<file path="src/rtl/alu_seq_pkg.sv">
// Shared constants and state type for the RV32I ALU instruction sequencer.
package alu_seq_pkg;

  localparam logic [6:0] OPC_OP_IMM = 7'b0010011;
  localparam logic [6:0] OPC_OP     = 7'b0110011;

  localparam logic [2:0] F3_ADD  = 3'b000;
  localparam logic [2:0] F3_SLL  = 3'b001;
  localparam logic [2:0] F3_SLT  = 3'b010;
  localparam logic [2:0] F3_SLTU = 3'b011;
  localparam logic [2:0] F3_XOR  = 3'b100;
  localparam logic [2:0] F3_SR   = 3'b101;
  localparam logic [2:0] F3_OR   = 3'b110;
  localparam logic [2:0] F3_AND  = 3'b111;

  localparam logic [6:0] FUNCT7_BASE = 7'h00;
  localparam logic [6:0] FUNCT7_ALT  = 7'h20;

  typedef enum logic [1:0] {
    ST_IDLE  = 2'd0,
    ST_EXEC  = 2'd1,
    ST_SHIFT = 2'd2,
    ST_WB    = 2'd3
  } state_t;

endpackage

</file>
<file path="src/rtl/alu_insn_sequencer_if.sv">
// Instruction handshake between the fetch/issue side and the ALU sequencer.
interface alu_insn_sequencer_if #(parameter int XLEN = 32);
  logic                      insn_valid;
  logic                      insn_ready;
  logic [31:0]               INSN;
  logic [$clog2(XLEN)-1:0]   rs2_shamt;

  modport master (output insn_valid, INSN, rs2_shamt, input insn_ready);
  modport slave  (input insn_valid, INSN, rs2_shamt, output insn_ready);
endinterface

</file>
<file path="src/rtl/alu_seq_decode.sv">
// Combinational decode of a latched OP / OP-IMM word into ALU control and shift amount.
module alu_seq_decode
  import alu_seq_pkg::*;
#(
  parameter int XLEN = 32
) (
  input  logic [31:0]             insn,
  input  logic [$clog2(XLEN)-1:0] rs2_shamt,
  output logic                    sub_sra,
  output logic                    alu_src_imm,
  output logic                    illegal,
  output logic                    is_shift,
  output logic [$clog2(XLEN)-1:0] shamt
);
  localparam int SHW = $clog2(XLEN);

  logic [6:0] opc, f7;
  logic [2:0] f3;
  logic       op_imm, op_r, f7_ok;
  logic       unused_bits;

  assign opc    = insn[6:0];
  assign f3     = insn[14:12];
  assign f7     = insn[31:25];
  assign op_imm = (opc == OPC_OP_IMM);
  assign op_r   = (opc == OPC_OP);
  assign f7_ok  = (f7 == FUNCT7_BASE) || (f7 == FUNCT7_ALT);
  assign unused_bits = ^{insn[19:15], insn[11:7]};

  always_comb begin
    illegal = 1'b0;
    if (!op_imm && !op_r)
      illegal = 1'b1;
    else if (op_imm) begin
      if (f3 == F3_SLL && f7 != FUNCT7_BASE) illegal = 1'b1;
      if (f3 == F3_SR  && !f7_ok)            illegal = 1'b1;
    end else begin
      if (!f7_ok)                                             illegal = 1'b1;
      if (f7 == FUNCT7_ALT && f3 != F3_ADD && f3 != F3_SR)    illegal = 1'b1;
    end
  end

  assign alu_src_imm = op_imm;
  assign is_shift    = (f3 == F3_SLL) || (f3 == F3_SR);
  // Compares need the subtractor; sra/srai and sub reuse the same select via bit 30.
  assign sub_sra     = (f3[2:1] == 2'b01)
                     | ((f3 == F3_SR) & insn[30])
                     | (op_r & (f3 == F3_ADD) & insn[30]);
  assign shamt       = !is_shift ? '0 : (op_imm ? insn[20 +: SHW] : rs2_shamt);

endmodule

</file>
<file path="src/rtl/alu_insn_sequencer.sv">
// Multi-cycle control sequencer for RV32I OP / OP-IMM instructions.
// ALU_SEQ_ITERATIVE_SHIFT_EN enables the SHIFT state and stepped shift schedule.
module alu_insn_sequencer
  import alu_seq_pkg::*;
#(
  parameter int XLEN       = 32,
  parameter int SHAMT_STEP = 1
) (
  input  logic                    CLK,
  input  logic                    RST_N,
  alu_insn_sequencer_if.slave     bus,
  output logic [2:0]              alu_func3,
  output logic                    alu_src_imm,
  output logic                    sub_sra,
  output logic                    addr_sel,
  output logic                    pc_next_sel,
  output logic                    pc_alu_sel,
  output logic                    mem_clk,
  output logic                    shift_step,
  output logic [$clog2(XLEN)-1:0] shift_by,
  output logic                    rd_we,
  output logic                    illegal,
  output logic                    busy
);
  localparam int SHW = $clog2(XLEN);

  state_t          state;
  logic [31:0]     insn_q;
  logic [SHW-1:0]  rs2_q;

  logic            dec_sub, dec_imm, dec_ill, dec_shift;
  logic [SHW-1:0]  dec_shamt;

  alu_seq_decode #(.XLEN(XLEN)) u_dec (
    .insn        (insn_q),
    .rs2_shamt   (rs2_q),
    .sub_sra     (dec_sub),
    .alu_src_imm (dec_imm),
    .illegal     (dec_ill),
    .is_shift    (dec_shift),
    .shamt       (dec_shamt)
  );

`ifdef ALU_SEQ_ITERATIVE_SHIFT_EN
  localparam logic [SHW-1:0] STEP = SHW'(SHAMT_STEP);
  logic [SHW-1:0] rem_q, step_by;

  assign step_by    = (state == ST_SHIFT) ? ((rem_q < STEP) ? rem_q : STEP) : '0;
  assign shift_by   = step_by;
  assign shift_step = (state == ST_SHIFT);
`else
  logic unused_dec;
  assign unused_dec = ^{dec_shift, dec_shamt};
  assign shift_by   = '0;
  assign shift_step = 1'b0;
`endif

  always_ff @(posedge CLK or negedge RST_N) begin
    if (!RST_N) begin
      state  <= ST_IDLE;
      insn_q <= '0;
      rs2_q  <= '0;
`ifdef ALU_SEQ_ITERATIVE_SHIFT_EN
      rem_q  <= '0;
`endif
    end else begin
      case (state)
        ST_IDLE: if (bus.insn_valid) begin
          insn_q <= bus.INSN;
          rs2_q  <= bus.rs2_shamt;
          state  <= ST_EXEC;
        end
        ST_EXEC: begin
          if (dec_ill)
            state <= ST_IDLE;
`ifdef ALU_SEQ_ITERATIVE_SHIFT_EN
          else if (dec_shift && dec_shamt != '0) begin
            rem_q <= dec_shamt;
            state <= ST_SHIFT;
          end
`endif
          else
            state <= ST_WB;
        end
`ifdef ALU_SEQ_ITERATIVE_SHIFT_EN
        ST_SHIFT: begin
          rem_q <= rem_q - step_by;
          if (rem_q == step_by) state <= ST_WB;
        end
`endif
        ST_WB:   state <= ST_IDLE;
        default: state <= ST_IDLE;
      endcase
    end
  end

  // Decoded controls are held at zero whenever no instruction is in flight.
  assign busy           = (state != ST_IDLE);
  assign bus.insn_ready = (state == ST_IDLE);
  assign alu_func3      = busy ? insn_q[14:12] : 3'b000;
  assign alu_src_imm    = busy & dec_imm;
  assign sub_sra        = busy & dec_sub;
  assign illegal        = (state == ST_EXEC) & dec_ill;
  assign rd_we          = (state == ST_WB);
  assign addr_sel       = 1'b0;
  assign pc_next_sel    = 1'b0;
  assign pc_alu_sel     = 1'b0;
  assign mem_clk        = 1'b0;

endmodule

</file>
<file path="src/flat_wrapper.sv">
// flat-port wrapper written by rule: the top's interface ports become plain ports
module alu_insn_sequencer_flat import alu_seq_pkg::*;
#(
  parameter int XLEN       = 32,
  parameter int SHAMT_STEP = 1
)
  (CLK, RST_N, alu_func3, alu_src_imm, sub_sra, addr_sel, pc_next_sel, pc_alu_sel, mem_clk, shift_step, shift_by, rd_we, illegal, busy, bus_insn_valid, bus_INSN, bus_rs2_shamt, bus_insn_ready);
  alu_insn_sequencer_if #(.XLEN(XLEN)) bus_i ();
  input  logic CLK;
  input  logic RST_N;
  output logic [2:0] alu_func3;
  output logic alu_src_imm;
  output logic sub_sra;
  output logic addr_sel;
  output logic pc_next_sel;
  output logic pc_alu_sel;
  output logic mem_clk;
  output logic shift_step;
  output logic [$clog2(XLEN)-1:0] shift_by;
  output logic rd_we;
  output logic illegal;
  output logic busy;
  input wire logic [$bits(bus_i.insn_valid)-1:0] bus_insn_valid;
  input wire logic [$bits(bus_i.INSN)-1:0] bus_INSN;
  input wire logic [$bits(bus_i.rs2_shamt)-1:0] bus_rs2_shamt;
  output wire logic [$bits(bus_i.insn_ready)-1:0] bus_insn_ready;
  assign bus_i.insn_valid = bus_insn_valid;
  assign bus_i.INSN = bus_INSN;
  assign bus_i.rs2_shamt = bus_rs2_shamt;
  assign bus_insn_ready = bus_i.insn_ready;
  alu_insn_sequencer #(.XLEN(XLEN), .SHAMT_STEP(SHAMT_STEP)) u_core (.CLK(CLK), .RST_N(RST_N), .bus(bus_i), .alu_func3(alu_func3), .alu_src_imm(alu_src_imm), .sub_sra(sub_sra), .addr_sel(addr_sel), .pc_next_sel(pc_next_sel), .pc_alu_sel(pc_alu_sel), .mem_clk(mem_clk), .shift_step(shift_step), .shift_by(shift_by), .rd_we(rd_we), .illegal(illegal), .busy(busy));
endmodule
</file>
<file path="config.mk">
export PLATFORM = sky130hd
export DESIGN_NAME = alu_insn_sequencer_flat
export DESIGN_NICKNAME = d
export VERILOG_FILES = /design/src/rtl/alu_seq_pkg.sv /design/src/rtl/alu_insn_sequencer_if.sv /design/src/rtl/alu_seq_decode.sv /design/src/rtl/alu_insn_sequencer.sv /design/src/flat_wrapper.sv
export SDC_FILE = /design/constraint.sdc
export NUM_CORES = 1
export LEC_CHECK = 0
export BUFFER_PORTS_ARGS = -buffer_cell sky130_fd_sc_hd__buf_2
export CORE_MARGIN = 4
export CORE_UTILIZATION = 30
export CTS_CLUSTER_SIZE = 28
export DETAILED_ROUTE_END_ITERATION = 10
export PLACE_DENSITY = 0.61
export SLEW_MARGIN = 25
export SYNTH_ARGS = -nofsm -noshare
export SYNTH_HDL_FRONTEND = slang
export SYNTH_SLANG_ARGS = --single-unit
</file>
<file path="constraint.sdc">
create_clock -name CLK -period 2.1 [get_ports CLK]
set_input_delay 0.105 -clock CLK [delete_from_list [all_inputs] [get_ports CLK]]
set_output_delay 0.105 -clock CLK [all_outputs]
set_load 0.05 [all_outputs]
</file>
[After elaboration in Yosys (flattened, before gate mapping)]
Cells that the tools add are included.
Widths: inputs -> output; s select.
Storage, ports and cells
  register bits after elaboration: 34
  output and inout bits: 19
  logic and storage cells: 46
Operators by class
  equality and inequality tests: 10
  multiplexer cells: 10
  bitwise logic cells: 8
  reductions and logical operators: 16
Operators by type and width (number)
  $eq 7x6->1 const B: 2
  $eq 7x5->1 const B: 1
  $logic_not 7->1: 1
  $reduce_bool 7->1: 1
  $and 1x1->1: 6
  $mux 1: 6
  $logic_and 1x1->1: 5
  $eq 2x1->1 const B: 2
  $mux 2: 2
  $pmux 2 s2: 1
  $eq 3x1->1 const B: 1
  $eq 3x3->1 const B: 1
  $logic_not 1->1: 3
  $logic_not 3->1: 1
  $mux 3: 1
  $ne 3x3->1 const B: 1
  $reduce_bool 3->1: 1
  $eq 2x2->1 const B: 1
  $logic_not 2->1: 1
  $ne 2x2->1 const B: 1
  $or 1x1->1: 2
  $reduce_and 2->1: 1
  $reduce_bool 2->1: 1
  $logic_or 1x1->1: 1

[Logic depth before layout (Yosys ltp)]
  depth in word-level cells: 9
  gate-level depth with buffers: 5
  gate-level depth less buffers: 4

[Cells and area by module]
From an unflattened synthesis, not the netlist that was laid out.
Second synthesis, totals
  cells, all modules: 137
  area total of the unflattened synthesis: 1974.4 um^2
By module, submodules not included
  alu_insn_sequencer: times used 1, cells each 105, area each 1749.2 um^2, sequential area each 975.9 um^2
  alu_seq_decode: times used 1, cells each 32, area each 225.2 um^2, sequential area each 0.0 um^2

[Least setup slack after synthesis]
Ideal clock, no wire load.
  path type: register to register
  start point: reg u_core.state[0]
  end point: reg u_core.insn_q[0]
  arrival: 2.111 ns
  required time: 1.975 ns
  setup slack: -0.136 ns
  cell stages (with the launch flop): 6
  path buffers: 2
  cell sequence: dfrtp_1 > nor2_1 > and2_1 > buf_4 > buf_4 > mux2_2
On the way
  cells in the longest elaborated chain, start to end: 2
RTL lines
  start, declared: RTL line alu_insn_sequencer.sv:27  | state_t state;
  start signal, assigned: RTL line alu_insn_sequencer.sv:60  | state <= ST_IDLE;
  start signal, assigned: RTL line alu_insn_sequencer.sv:71  | state <= ST_EXEC;
  start signal, assigned: RTL line alu_insn_sequencer.sv:75  | state <= ST_IDLE;
  $logic_not 2->1
  via bus_insn_ready: RTL line flat_wrapper.sv:26  | output wire logic [$bits(bus_i.insn_ready)-1:0] bus_insn_ready;
  $reduce_and 2->1 (no line)
  end signal, assigned: RTL line alu_insn_sequencer.sv:69  | insn_q <= bus.INSN;
  end, declared: RTL line alu_insn_sequencer.sv:28  | logic [31:0] insn_q;
The timed path passes the listed nets, and every way through them passes these cells.
A chain may end at the register's enable or synchronous reset.

[Worst setup path in the final report]
  start point: reg u_core.insn_q[28]
  end point: out illegal
On the way
  cells in the longest elaborated chain, start to end: 8
  elaborated cells between the ends (all ways): 16
RTL lines
  $eq 7x6->1 or $logic_not 7->1 (tied branches): RTL line alu_seq_decode.sv:27, alu_seq_decode.sv:39
  $logic_or 1x1->1: RTL line alu_seq_decode.sv:27  | assign f7_ok = (f7 == FUNCT7_BASE) || (f7 == FUNCT7_ALT);
  $logic_not 1->1
  $logic_and 1x1->1: RTL line alu_seq_decode.sv:36  | if (f3 == F3_SR && !f7_ok) illegal = 1'b1;
  $mux 1: RTL line alu_seq_decode.sv:36
  $mux 1 (*): RTL line alu_seq_decode.sv:34  | else if (op_imm) begin
  $mux 1 (*): RTL line alu_seq_decode.sv:32  | if (!op_imm && !op_r)
  $and 1x1->1 (*): RTL line alu_insn_sequencer.sv:103  | assign illegal = (state == ST_EXEC) & dec_ill;
  end, declared: RTL line flat_wrapper.sv:21  | output logic illegal;
Every way passes the cells marked *; elsewhere a longest branch is shown, timed or not.

==> results.sh <==
export IMPL_ff2ff_path_depth=5
export IMPL_setup_viol=1
export IMPL_r2r_start="u_core.insn_q[28]"
export IMPL_period_needed_ns=2.12
export IMPL_synthXorXnorAreaFrac_pct=0.909
export IMPL_slew_viol_final=0
export IMPL_clk_latency_ns=0.29
export IMPL_rsz0062_at_grt="true"
export IMPL_worstHoldEndpoint="u_core.insn_q[2]"
export IMPL_finClkSkew_ns=0.00124
export IMPL_status="finished with violations"
export IMPL_ys_ff_latch=19
export IMPL_fp_dieW_um=64.7
export IMPL_ant_nets=0
export IMPL_syn_to_final_growth_pct=22.7
export IMPL_cts_htree_levels=1
export IMPL_power_leakage_nw=0.560
export IMPL_io_pins=59
export IMPL_synth_distinct_cells=25
export IMPL_fmax_mhz=471
export IMPL_grt_max_degree=20
export IMPL_cp_max_fo=2
export IMPL_overflow=0
export IMPL_synth_compound_area_share_pct=4.16
export IMPL_fp_dieH_um=64.7
export IMPL_violations="negative setup slack"
export IMPL_drt_first_pass_iters=2
export IMPL_die_area_um2=4180
export IMPL_p_total_uw=887
export IMPL_nNetsFinal=151
export IMPL_synth_top_family_by_area="multiplexers"
export IMPL_drt_iter0_markers=4
export IMPL_worstReg2RegEnd="u_core.state[0]"
export IMPL_synth_area_mux_share_pct=19.9
export IMPL_port_buffers=28
export IMPL_synth_top_area_share_pct=49.4
export IMPL_synthAdderAreaFrac_pct=0
export IMPL_grt_total_usage_pct=8.76
export IMPL_rows=20
export IMPL_gp_congestion=0.696
export IMPL_synth_simple_area_share_pct=15.6
export IMPL_grt_antenna_before_repair=0
export IMPL_min_path_type="primary input to flip-flop"
export IMPL_antenna_cells=0
export IMPL_clkTransAtPathRegs_ns=0.10
export IMPL_cp_arrival_ns=2.02
export IMPL_p_per_area_nw_per_um2=750
export IMPL_coreArea_um2=3050
export IMPL_dr_total_vias=648
export IMPL_period_share_pct=101
export IMPL_cp_required_ns=2.00
export IMPL_clock_sinks=19
export IMPL_syn_area_um2=963
export IMPL_worst_slack_ns=-0.0215
export IMPL_drive_above_1_share_pct=52.7
export IMPL_numCtsBuffers=3
export IMPL_grt_pass1_vias=655
export IMPL_synthTopCellsByArea="dfrtp_1 (49%), mux2_2 (20%), buf_4 (9.4%)"
export IMPL_hpwl_mm=1.34
export IMPL_routed_wl_mm=1.71
export IMPL_cts_buffer_depth=2
export IMPL_drc=0
export IMPL_ys_warn_count=0
export IMPL_worstSetupEndpointType="output port"
export IMPL_start_util_pct=31.6
export IMPL_hp_start="bus_INSN[2]"
export IMPL_ir_drop_mv=0.342
export IMPL_whs_ns=0.0402
export IMPL_ys_seq_area_share_pct=49.4
export IMPL_holdPathStages=2
export IMPL_syn_inst=77
export IMPL_cap_violations=0
export IMPL_startpoint_type="flip-flop"
export IMPL_viasPerCell=4.21
export IMPL_wire_per_inst_um=11.1
export IMPL_cts_tree="yes"
export IMPL_yosys_area_top_type="dfrtp_1"
export IMPL_final_hold_violation_count=0
export IMPL_r2r_setup_slack_ns=0.37
export IMPL_syn_area_per_cell_um2=12.5
export IMPL_critical_path_class="flip-flop to output port"
export IMPL_cts_root_buffer="clkbuf_4"
export IMPL_grt_pass1_wl_mm=2.84
export IMPL_setup_tns_final_ns=-0.0215
-- worst max-delay path by stage --
stage	start	to	slack, ns
after floorplan	u_core.state[0]	u_core.insn_q[0]	0.16
after global placement	u_core.insn_q[28]	illegal	0.23
after detailed placement	u_core.insn_q[28]	illegal	0.22
after CTS	u_core.insn_q[28]	illegal	-0.06
after global routing	u_core.insn_q[28]	illegal	-0.10
final	u_core.insn_q[28]	illegal	-0.02
-- Yosys cell counts --
cell / instances
nor2b_4: 1
a21oi_1: 1
and2_1: 2
nand2_1: 1
conb_1: 1
o211ai_1: 1
or2_2: 1
nor2_1: 2
a31oi_1: 1
xor2_1: 1
or4_1: 1
nand2b_1: 1
nor2b_1: 5
buf_4: 12
nand3b_4: 1
o21bai_2: 1
nor3_1: 1
nor4b_1: 1
dfrtp_1: 19
nor3b_1: 2
o32a_1: 1
inv_1: 1
and3_1: 1
nand4_1: 1
mux2_2: 17
-- cell usage in the layout, fill, tap and decap left out --
cell | Yosys | final
nand2b_1 | 1 | 1
nor2b_1 | 5 | 5
nand3b_4 | 1 | 1
buf_4 | 12 | 3
dfrtp_1 | 19 | 19
o211ai_1 | 1 | 1
and2_1 | 2 | 2
nand4_1 | 1 | 1
conb_1 | 1 | 10
nor4b_1 | 1 | 1
xor2_1 | 1 | 1
or4_4 | 0 | 1
a31oi_1 | 1 | 1
inv_1 | 1 | 1
o32a_1 | 1 | 1
and3_1 | 1 | 1
o21bai_2 | 1 | 1
buf_8 | 0 | 1
nor3b_1 | 2 | 1
nor2_1 | 2 | 1
nor3b_2 | 0 | 1
nor3_1 | 1 | 1
buf_2 | 0 | 27
clkbuf_4 | 0 | 3
or2_2 | 1 | 1
mux2_2 | 17 | 17
dlygate4sd3_1 | 0 | 1
nor2_2 | 0 | 1
a21oi_1 | 1 | 1
nor2b_4 | 1 | 1
clkbuf_1 | 0 | 1
nand2_1 | 1 | 1
-- cell families after synthesis --
group / Yosys count
AND/OR/NAND/NOR: 21
flip-flops: 19
multiplexers: 17
buffers and inverters: 13
AO/OA/AOI/OAI: 5
XOR/XNOR: 1
other: 1
-- state kept, by name, summed over array words and instances, names as in the netlist --
| register | count |
|---|---|
| u_core.state | 2 |
| u_core.insn_q | 17 |
-- report_power, final --
group,switching [mW],leakage (nW),internal [mW]
combinational,0.142,0.320,0.108
sequential,0.0407,0.225,0.418
clock,0.104,0.0150,0.0738
-- layer usage --
layer | vias to the layer above | part of all wire, % | global-route usage, % | wire length, um
met5 | - | 0 | 0 | 0
met4 | 0 | 1.7 | 4.75 | 29
met3 | 4 | 10 | 2.77 | 175
met2 | 32 | 42 | 14.0 | 716
met1 | 301 | 46 | 10.4 | 786
li1 | 311 | - | - | -
-- area by class of cell --
| cell class | count | area, um^2 |
|---|---|---|
| inverter | 1 | 3.75 |
| clock buffer | 4 | 26.3 |
| fill | 328 | 1870 |
| tap | 44 | 55.1 |
| sequential | 19 | 475 |
| multi-input combinational | 54 | 439 |
| timing repair buffer | 32 | 183 |
-- worst max-delay path, stage by stage, from the launching register on --
cell and delay (ns):
dfrtp_1 0.39, or4_4 0.53, o32a_1 0.36, nand3b_4 0.16, nor2b_4 0.14, buf_8 0.15
-- stage by stage --
step	setup WS, ns	utilization [%]	instances	area, um^2
final	-0.0215	38.7	154	1180
after global routing	-0.100	38.7	154	1180
after CTS	-0.0645	38.4	153	1170
after detailed placement	0.221	36.6	147	1120
after global placement	0.229	36.6	147	1120
after floorplan	0.159	-	86	1000
-- repair_timing --
| item | in CTS | in global routing |
|---|---|---|
| endpoints found under the hold margin | 19 | 0 |
| pin swaps | 1 | 2 |
| gates resized for setup | 3 | 1 |
| setup buffers | 1 | 1 |
| hold buffers | 1 | 0 |
| setup endpoints to repair | 1 | 1 |
Power figures use the tool's default switching activity.
